==> config.mk <==
export PLATFORM = sky130hd
export DESIGN_NAME = cmt_din_pio_flat
export DESIGN_NICKNAME = d
export VERILOG_FILES = /design/src/rtl/cmt_pkg.sv /design/src/rtl/cmt_din_pio_if.sv /design/src/rtl/cmt_din_sync.sv /design/src/rtl/cmt_din_pio.sv /design/src/flat_wrapper.sv
export SDC_FILE = /design/constraint.sdc
export NUM_CORES = 1
export LEC_CHECK = 0
export ABC_AREA = 0
export CORE_ASPECT_RATIO = 1.2
export CORE_MARGIN = 2
export CORE_UTILIZATION = 54
export DETAILED_ROUTE_END_ITERATION = 8
export GPL_ROUTABILITY_DRIVEN = 0
export GPL_TIMING_DRIVEN = 0
export PLACE_DENSITY = 0.95
export SETUP_SLACK_MARGIN = 0.05
export SLEW_MARGIN = 10
export SYNTH_ARGS = -nofsm -noshare
export SYNTH_HDL_FRONTEND = slang
export SYNTH_HIERARCHICAL = 1
export SYNTH_SLANG_ARGS = --single-unit
==> constraint.sdc <==
create_clock -name clk -period 3.3 [get_ports clk]
set_input_delay 0.33 -clock clk [delete_from_list [all_inputs] [get_ports clk]]
set_output_delay 0.33 -clock clk [all_outputs]
set_load 0.02 [all_outputs]
==> src/rtl/cmt_pkg.sv <==
// -----------------------------------------------------------------------------
// cmt_pkg
// Shared constants for the cassette (CMT) data-path blocks.
//   - Avalon-MM word addresses of the input PIO register map
//   - EDGE_TYPE encodings that select which edges set the capture bits
//   - Bit positions of the status flags in the pulse-width register
// No ports: this file holds only a package.
// -----------------------------------------------------------------------------
package cmt_pkg;

  // Word addresses of the input PIO registers
  localparam logic [1:0] ADDR_DATA = 2'd0;
  localparam logic [1:0] ADDR_MASK = 2'd1;
  localparam logic [1:0] ADDR_EDGE = 2'd2;
  localparam logic [1:0] ADDR_PW   = 2'd3;

  // Which synchronized transitions set a capture bit
  localparam int EDGE_RISE = 0;
  localparam int EDGE_FALL = 1;
  localparam int EDGE_ANY  = 2;

  // Status flags in the pulse-width register; the width field sits at the bottom
  localparam int PW_VALID_BIT = 31;
  localparam int PW_OVR_BIT   = 30;

endpackage

==> src/rtl/cmt_din_pio_if.sv <==
// -----------------------------------------------------------------------------
// cmt_din_pio_if
// Avalon-MM slave bus bundle for the CMT input PIO.
//   address    [1:0]  word address
//   chipselect        slave select
//   read              read strobe (only causes read side effects)
//   write_n           active-low write strobe, qualified by chipselect
//   writedata [31:0]  write data
//   readdata  [31:0]  registered read data from the slave
// Modports: master drives the request side, slave returns readdata.
// -----------------------------------------------------------------------------
interface cmt_din_pio_if;

  logic [1:0]  address;
  logic        chipselect;
  logic        read;
  logic        write_n;
  logic [31:0] writedata;
  logic [31:0] readdata;

  modport master (
    output address,
    output chipselect,
    output read,
    output write_n,
    output writedata,
    input  readdata
  );

  modport slave (
    input  address,
    input  chipselect,
    input  read,
    input  write_n,
    input  writedata,
    output readdata
  );

endinterface

==> src/rtl/cmt_din_sync.sv <==
// -----------------------------------------------------------------------------
// cmt_din_sync
// WIDTH x SYNC_STAGES flop synchronizer for asynchronous inputs. Every stage
// clears on reset, so the synchronized output is 0 straight after reset.
//   clk      system clock
//   reset_n  asynchronous active-low reset
//   i_d      asynchronous input bits
//   o_q      synchronized bits, SYNC_STAGES cycles behind i_d
// -----------------------------------------------------------------------------
module cmt_din_sync #(
  parameter int WIDTH       = 8,
  parameter int SYNC_STAGES = 2
) (
  input  logic             clk,
  input  logic             reset_n,
  input  logic [WIDTH-1:0] i_d,
  output logic [WIDTH-1:0] o_q
);

  logic [WIDTH-1:0] r_stage [SYNC_STAGES];

  // Shift chain: stage 0 takes the raw pin, each later stage takes the one
  // before it; only the last stage is safe to use in the clock domain.
  always_ff @(posedge clk or negedge reset_n) begin
    if (!reset_n) begin
      for (int i = 0; i < SYNC_STAGES; i++) begin
        r_stage[i] <= '0;
      end
    end else begin
      r_stage[0] <= i_d;
      for (int i = 1; i < SYNC_STAGES; i++) begin
        r_stage[i] <= r_stage[i-1];
      end
    end
  end

  assign o_q = r_stage[SYNC_STAGES-1];

endmodule

==> src/rtl/cmt_din_pio.sv <==
// -----------------------------------------------------------------------------
// cmt_din_pio
// Avalon-MM input PIO for the cassette data path. It synchronizes in_port,
// captures edges per bit behind an interrupt mask, and times the distance
// between bit-0 edges so software can measure tone periods without polling.
//   clk      system clock
//   reset_n  asynchronous active-low reset
//   bus      Avalon-MM slave (address, chipselect, read, write_n, writedata,
//            readdata); readdata is registered with 1 cycle latency
//   in_port  asynchronous external inputs, WIDTH bits
//   irq      interrupt, high while any unmasked capture bit is set
// Register map: 0 DATA (RO), 1 MASK (RW), 2 EDGE (W1C), 3 PW (RO, read clears
// valid/overrun).
// -----------------------------------------------------------------------------
module cmt_din_pio
  import cmt_pkg::*;
#(
  parameter int WIDTH       = 8,
  parameter int EDGE_TYPE   = 2,
  parameter int SYNC_STAGES = 2,
  parameter int CNT_W       = 16
) (
  input  logic             clk,
  input  logic             reset_n,
  cmt_din_pio_if.slave     bus,
  input  logic [WIDTH-1:0] in_port,
  output logic             irq
);

  logic [WIDTH-1:0] w_s;
  logic [WIDTH-1:0] r_sd;
  logic [WIDTH-1:0] w_rise;
  logic [WIDTH-1:0] w_fall;
  logic [WIDTH-1:0] w_ev;
  logic [WIDTH-1:0] r_mask;
  logic [WIDTH-1:0] r_edge;
  logic [WIDTH-1:0] w_edge_clr;
  logic             w_wr;
  logic             w_consume;
  logic             w_bit0_edge;
  logic [CNT_W-1:0] r_cnt;
  logic [CNT_W-1:0] w_cnt_inc;
  logic [CNT_W-1:0] r_width;
  logic             r_valid;
  logic             r_ovr;
  logic [31:0]      w_rd_mux;
  logic [31:0]      r_readdata;
  logic             w_unused;

  cmt_din_sync #(
    .WIDTH       (WIDTH),
    .SYNC_STAGES (SYNC_STAGES)
  ) u_sync (
    .clk     (clk),
    .reset_n (reset_n),
    .i_d     (in_port),
    .o_q     (w_s)
  );

  // One more flop behind the synchronizer gives the previous value for edge
  // detection. It resets to 0 like the synchronizer, so leaving reset never
  // looks like an edge.
  always_ff @(posedge clk or negedge reset_n) begin
    if (!reset_n) begin
      r_sd <= '0;
    end else begin
      r_sd <= w_s;
    end
  end

  assign w_rise = w_s & ~r_sd;
  assign w_fall = ~w_s & r_sd;

  generate
    if (EDGE_TYPE == EDGE_RISE) begin : g_ev_rise
      assign w_ev = w_rise;
    end else if (EDGE_TYPE == EDGE_FALL) begin : g_ev_fall
      assign w_ev = w_fall;
    end else begin : g_ev_any
      assign w_ev = w_rise | w_fall;
    end
  endgenerate

  assign w_wr        = bus.chipselect & ~bus.write_n;
  assign w_consume   = bus.chipselect & bus.read & (bus.address == ADDR_PW);
  assign w_bit0_edge = w_s[0] ^ r_sd[0];
  assign w_edge_clr  = (w_wr && (bus.address == ADDR_EDGE)) ? bus.writedata[WIDTH-1:0] : '0;

  // Only the low WIDTH bits of writedata land anywhere.
  assign w_unused = &{1'b0, bus.writedata};

  // Interrupt mask; writes to any other address leave it alone.
  always_ff @(posedge clk or negedge reset_n) begin
    if (!reset_n) begin
      r_mask <= '0;
    end else if (w_wr && (bus.address == ADDR_MASK)) begin
      r_mask <= bus.writedata[WIDTH-1:0];
    end
  end

  // Edge capture: clear first, then OR in new events, so an event that lands
  // in the same cycle as its write-1-to-clear is kept.
  always_ff @(posedge clk or negedge reset_n) begin
    if (!reset_n) begin
      r_edge <= '0;
    end else begin
      r_edge <= (r_edge & ~w_edge_clr) | w_ev;
    end
  end

  assign irq = |(r_edge & r_mask);

  // Saturating increment; also the width latched on an edge, because the
  // edge cycle itself counts toward the measured period.
  assign w_cnt_inc = (&r_cnt) ? r_cnt : r_cnt + CNT_W'(1);

  // Pulse timer on bit 0. The counter restarts on every bit-0 edge and the
  // elapsed count is latched into width. Overrun flags a width lost before
  // software read it; a consuming read in the edge cycle counts as read, so
  // the fresh width comes up valid with no overrun.
  always_ff @(posedge clk or negedge reset_n) begin
    if (!reset_n) begin
      r_cnt   <= '0;
      r_width <= '0;
      r_valid <= 1'b0;
      r_ovr   <= 1'b0;
    end else begin
      r_cnt <= w_bit0_edge ? '0 : w_cnt_inc;
      if (w_bit0_edge) begin
        r_width <= w_cnt_inc;
        r_valid <= 1'b1;
        r_ovr   <= ~w_consume & (r_ovr | r_valid);
      end else if (w_consume) begin
        r_valid <= 1'b0;
        r_ovr   <= 1'b0;
      end
    end
  end

  // Address mux over the current register state; unused bits stay 0.
  always_comb begin
    w_rd_mux = '0;
    case (bus.address)
      ADDR_DATA: w_rd_mux[WIDTH-1:0] = w_s;
      ADDR_MASK: w_rd_mux[WIDTH-1:0] = r_mask;
      ADDR_EDGE: w_rd_mux[WIDTH-1:0] = r_edge;
      ADDR_PW: begin
        w_rd_mux[PW_VALID_BIT] = r_valid;
        w_rd_mux[PW_OVR_BIT]   = r_ovr;
        w_rd_mux[CNT_W-1:0]    = r_width;
      end
      default: w_rd_mux = '0;
    endcase
  end

  // readdata reloads every cycle regardless of the strobes, giving the
  // fixed 1-cycle read latency the bus master expects.
  always_ff @(posedge clk or negedge reset_n) begin
    if (!reset_n) begin
      r_readdata <= '0;
    end else begin
      r_readdata <= w_rd_mux;
    end
  end

  assign bus.readdata = r_readdata;

endmodule
==> src/flat_wrapper.sv <==
// flat-port wrapper written by rule: the top's interface ports become plain ports
module cmt_din_pio_flat import cmt_pkg::*;
#(
  parameter int WIDTH       = 8,
  parameter int EDGE_TYPE   = 2,
  parameter int SYNC_STAGES = 2,
  parameter int CNT_W       = 16
)
  (clk, reset_n, in_port, irq, bus_address, bus_chipselect, bus_read, bus_write_n, bus_writedata, bus_readdata);
  cmt_din_pio_if bus_i ();
  input  logic clk;
  input  logic reset_n;
  input  logic [WIDTH-1:0] in_port;
  output logic irq;
  input wire logic [$bits(bus_i.address)-1:0] bus_address;
  input wire logic [$bits(bus_i.chipselect)-1:0] bus_chipselect;
  input wire logic [$bits(bus_i.read)-1:0] bus_read;
  input wire logic [$bits(bus_i.write_n)-1:0] bus_write_n;
  input wire logic [$bits(bus_i.writedata)-1:0] bus_writedata;
  output wire logic [$bits(bus_i.readdata)-1:0] bus_readdata;
  assign bus_i.address = bus_address;
  assign bus_i.chipselect = bus_chipselect;
  assign bus_i.read = bus_read;
  assign bus_i.write_n = bus_write_n;
  assign bus_i.writedata = bus_writedata;
  assign bus_readdata = bus_i.readdata;
  cmt_din_pio #(.WIDTH(WIDTH), .EDGE_TYPE(EDGE_TYPE), .SYNC_STAGES(SYNC_STAGES), .CNT_W(CNT_W)) u_core (.clk(clk), .reset_n(reset_n), .bus(bus_i), .in_port(in_port), .irq(irq));
endmodule
Yosys cells after proc, flatten, opt, wreduce, memory -nomap -nowiden
Cells that the tools add are included.
Widths: inputs -> output; s select.

storage, ports and cells
  register bits = 92

operators by class
  $add $sub $neg = 1
  equality and inequality tests = 3
  multiplexer cells = 9
  bitwise logic cells = 17
  reductions and logical operators = 6

operators with widths
  cell                   number
  $and 8x8->8            4
  $mux 16                2
  $pmux 8 s4             1
  $not 8->8              3
  $add 16x1->16 const B  1
  $mux 8                 2
  $or 8x8->8             2
  $reduce_and 16->1      1
  $reduce_or 8->1        1
  $and 1x1->1            4
  $eq 2x2->1 const B     2
  $mux 1                 3
  $eq 2x1->1 const B     1
  $logic_and 1x1->1      2
  $logic_not 2->1        1
  $mux 2                 1
  $not 1->1              2
  $reduce_bool 2->1      1
  $or 1x1->1             1
  $xor 1x1->1            1

Logic depth before layout (Yosys ltp)
  word-level depth = 7
  depth in mapped cells = 5

Hierarchy
Netlist, hierarchy kept.

by module, submodules not included
  module        times used  cells an instance  area an instance (µm²)  sequential area each (µm²)
  cmt_din_pio   1           284                3321.9                  1901.8
  cmt_din_sync  1           24                 460.4                   400.4

Worst setup path before layout
OpenSTA, ideal clock, no wires.

  kind = reg2reg
  from = register u_core.r_cnt[0]
  to = register u_core.r_width[1]
  setup time = 133 ps
  arrival time = 1628 ps
  slack = 1539 ps
  cell stages (with the launch flop) = 6
  buffers on the path = 0
  cell sequence = dfrtp_1 > ha_1 > nand3_4 > nor4_4 > mux2i_1 > a21oi_2

between the ends
  cells in the longest elaborated chain, start to end = 2
  elaborated cells on any way between the ends = 3
  classes of those cells = 1 x add/sub; 1 x mux; 1 x reduce/logical

RTL lines
  element                                             RTL line            source
  start: declaration                                  cmt_din_pio.sv:41   logic [CNT_W-1:0] r_cnt;
  start signal: assignment                            cmt_din_pio.sv:128  r_cnt <= w_bit0_edge ? '0 : w_cnt_inc;
  $add 16x1->16 or $reduce_and 16->1 (tied branches)  cmt_din_pio.sv:115  assign w_cnt_inc = (&r_cnt) ? r_cnt : r_cnt + CNT_W'(1);
  $mux 16 (*)                                         cmt_din_pio.sv:115
  end signal: assignment                              cmt_din_pio.sv:130  r_width <= w_cnt_inc;
  end: declaration                                    cmt_din_pio.sv:43   logic [CNT_W-1:0] r_width;

Mark *: on every way between the ends. The rest lies on a longest branch, timed or not.
A chain may end at the register's enable or synchronous reset.

Final worst setup path
  from = register u_core.r_cnt[0]
  to = register u_core.r_width[3]

Same word-level chain as after synthesis.

==> run metrics <==
Reg clk slew, reported paths=0.09 ns; final setup vio count=0; Setup WS post-layout=1.060 ns; RSZ-0062 raised after global routing=no; top cells by count, synth=92 x dfrtp_1, 41 x nand2_1, 25 x nor2_1; max-cap viol count=0; worst slew pin tran=0.9101 ns; crit start category=register; post-synthesis sequential area ratio=0.6087; R2R Setup Slk=1.06 ns; Post-synth ARST share=1.000; Clk Latency, worst-skew pair=0.37 ns; root buf cell=clkbuf_8; Mean Syn Cell Area=12.28 sq um; top-area cell type share of the netlist area=0.6087; Ys Warns=6; # DRC=0; Critical Path Sink=u_core/r_width[3]; Cell Pwr Density=511.2 nW/um^2; Port-buffer cells=41; final WL=8427 microns; first-pass GRT wire length=13,680 microns; register area=2302 sq um; grt ovf=0; max_slew headroom=0.3889; Post-Place Cells=450; largest net degree at the start of global routing=53; Fill cells=429; vias in the first global route=2,916; Pre-antenna DRT Iters=7; wire per inst=18.04 microns; endpoint type of the worst setup path=register; R2R Path Start=u_core/r_cnt[0]; DP HPWL=5810 microns; gr usage total=0.2405; crit path cell chain=ha_1 -> nand3_4 -> nor4_4 -> nor2_1 -> o31ai_1; CTS HTree Levels=3; antenna violations before repair=0; ANT cells=0; dominant cell type by area after synthesis=dfrtp_1; Final Instance Count excl. Fillers=467; vias post-DR=2,718; #FFs+latches synth=92; Hold Vio Cnt, Final=0; crit path DAT=2.49 ns; Starting Density=0.5552; Tcrit/Tclk final=0.6788; area grow syn2layout=21.20%; Reg2Reg Capture Point=u_core/r_width[3]; DIE AREA=7693 sq um; CTS resizes=0; crit-path max FO=10; Hold/Removal Path Class=reg2reg; Post-synth EDFFs=0; leakage power=2.024 nW; Worst R2R Path Depth=5; maximum vdd drop=288.3 uV; core area=6813 sq um; cell area after synthesis=3782 sq um; Die Span Y=95.68 microns; post-synth cell types=47; Pins Over Slew Limit=0; Critical Path Source=u_core/r_cnt[0]; cell row count=33; Crit Path Category=reg2reg; most frequent cell after synthesis=dfrtp_1; total power=2.343 mW; DR vias/cell=5.820; Top FF cell, synth=dfrtp_1; CTS sink count=92; cell count after synthesis=308; Num CTS Buffers=9; CTS tree=built; clk_skew=0.009935 ns; status=complete, no violations; launch point of the worst hold path=u_core/u_sync/r_stage[14]; pre-CTS WS=1.152 ns; layout cells sized above 1=0.1789; multi-input combinational cell area=1306 sq um; Synth area leaders=dfrtp_1 61%, mux4_2 4.8%, buf_4 4.4%, nand2_1 4.1%, nor2_1 2.5%; Die Width=80.40 microns; Crit-path slowest cell=nor4_4; Max clock buf depth=2; Ports=80; crit path time final=2.240 ns; Final nets=423; critical path required time=3.55 ns; Util after Layout=0.6729; starting DRC count in detailed routing=238; worst stage delay on the critical path=0.68 ns; Final ANT Viol Nets=0; fmax=0.4464 GHz
worst min-delay path by stage:
stage | cells past startpoint | endpoint | slack (ns)
final | 0 | u_core/u_sync/o_q[6] | 0.36
after global routing | 0 | u_core/u_sync/o_q[2] | 0.36
after CTS | 0 | u_core/u_sync/o_q[6] | 0.36
after detailed placement | 0 | u_core/u_sync/o_q[2] | 0.34
after global placement | 0 | u_core/u_sync/o_q[2] | 0.33
after floorplan | 0 | u_core/bus.readdata[0] | 0.03
state kept, by name (all words and copies together), names as in the netlist:
| register | cells |
|---|---|
| u_core/bus.readdata | 18 |
| u_core/r_cnt | 16 |
| u_core/r_width | 16 |
| u_core/r_edge | 8 |
| u_core/r_mask | 8 |
| u_core/r_sd | 8 |
| u_core/u_sync/o_q | 8 |
| u_core/u_sync/r_stage | 8 |
| u_core/r_ovr | 1 |
| u_core/r_valid | 1 |
critical path, delay by kind of cell, from the launching register on:
kind / cells / cell delay, ns
AND/OR/NAND/NOR: 3 / 1.03
flip-flops: 1 / 0.44
AO/OA/AOI/OAI: 1 / 0.36
adder cells (fa/ha/maj): 1 / 0.31
stage by stage:
step           setup TNS [ns]  cell area (sq um)  hold slack, ns
2_1_floorplan               0               3831         0.03441
3_3_place_gp          -102.87               4350          0.3332
3_5_place_dp                0               4375          0.3355
4_1_cts                     0               4584          0.3560
5_1_grt                     0               4584          0.3635
6_report                    0               4584          0.3552
report_power, final:
group / internal [mW] / switching, mW
Sequential: 1.21 / 0.0559
Clock: 0.352 / 0.394
Combinational: 0.154 / 0.174
area by class of cell:
cell class	instances	share of cell area
flip-flops and latches	92	0.5022
multi-input cells	194	0.2849
repair buffers	43	0.09716
plain buffers	33	0.04694
clock buffers	9	0.02702
well taps	87	0.02374
clock inverters	7	0.01638
inverters	2	0.001638
kinds of logic after synthesis:
kind of cell | count (synthesis) | share of synthesized area
adders and majority gates | 1 | 0.003307
other | 1 | 0.0009914
muxes | 21 | 0.08468
AOI/OAI and AO/OA | 40 | 0.06781
xor gates and xnor gates | 11 | 0.02547
and+or+nand+nor | 107 | 0.1502
DFF | 92 | 0.6087
buffers and inverters | 35 | 0.05888
what timing repair did:
action,4_1_cts,5_1_grt
endpoints found under the hold margin,40,0
setup buffers,0,0
hold buffers,1,0
routing by layer:
metal,wire length [microns],track usage,vias to the layer above
met1,2993,0.2587,1355
met4,420,0.1808,0
li1,-,-,1183
met3,466,0.04261,37
met2,4546,0.4188,143
met5,0,0,-
layout by cell type (no fill, tap or decap), types with 2 or more instances in the layout:
cell / synthesis / final
clkbuf_1: 8 / 8
buf_4: 22 / 23
nor4bb_1: 2 / 2
clkinvlp_4: 0 / 3
o41ai_1: 2 / 2
o21ai_1: 3 / 3
o21ai_0: 8 / 8
conb_1: 1 / 14
xor2_1: 2 / 2
and3_1: 12 / 12
mux4_2: 8 / 8
mux2_2: 8 / 8
nand4_1: 4 / 4
a31oi_1: 4 / 4
nor4_1: 2 / 2
nor3_1: 3 / 3
nor2_1: 25 / 25
nand3_1: 4 / 4
or3_1: 3 / 3
a22oi_1: 4 / 4
clkbuf_8: 0 / 9
xnor2_1: 9 / 9
nand2_1: 41 / 41
clkdlybuf4s50_1: 0 / 40
mux2i_1: 5 / 5
o31ai_1: 4 / 4
a21oi_1: 9 / 9
dfrtp_1: 92 / 92
inv_1: 2 / 2
Note: power is estimated with default switching activity, not from simulation.
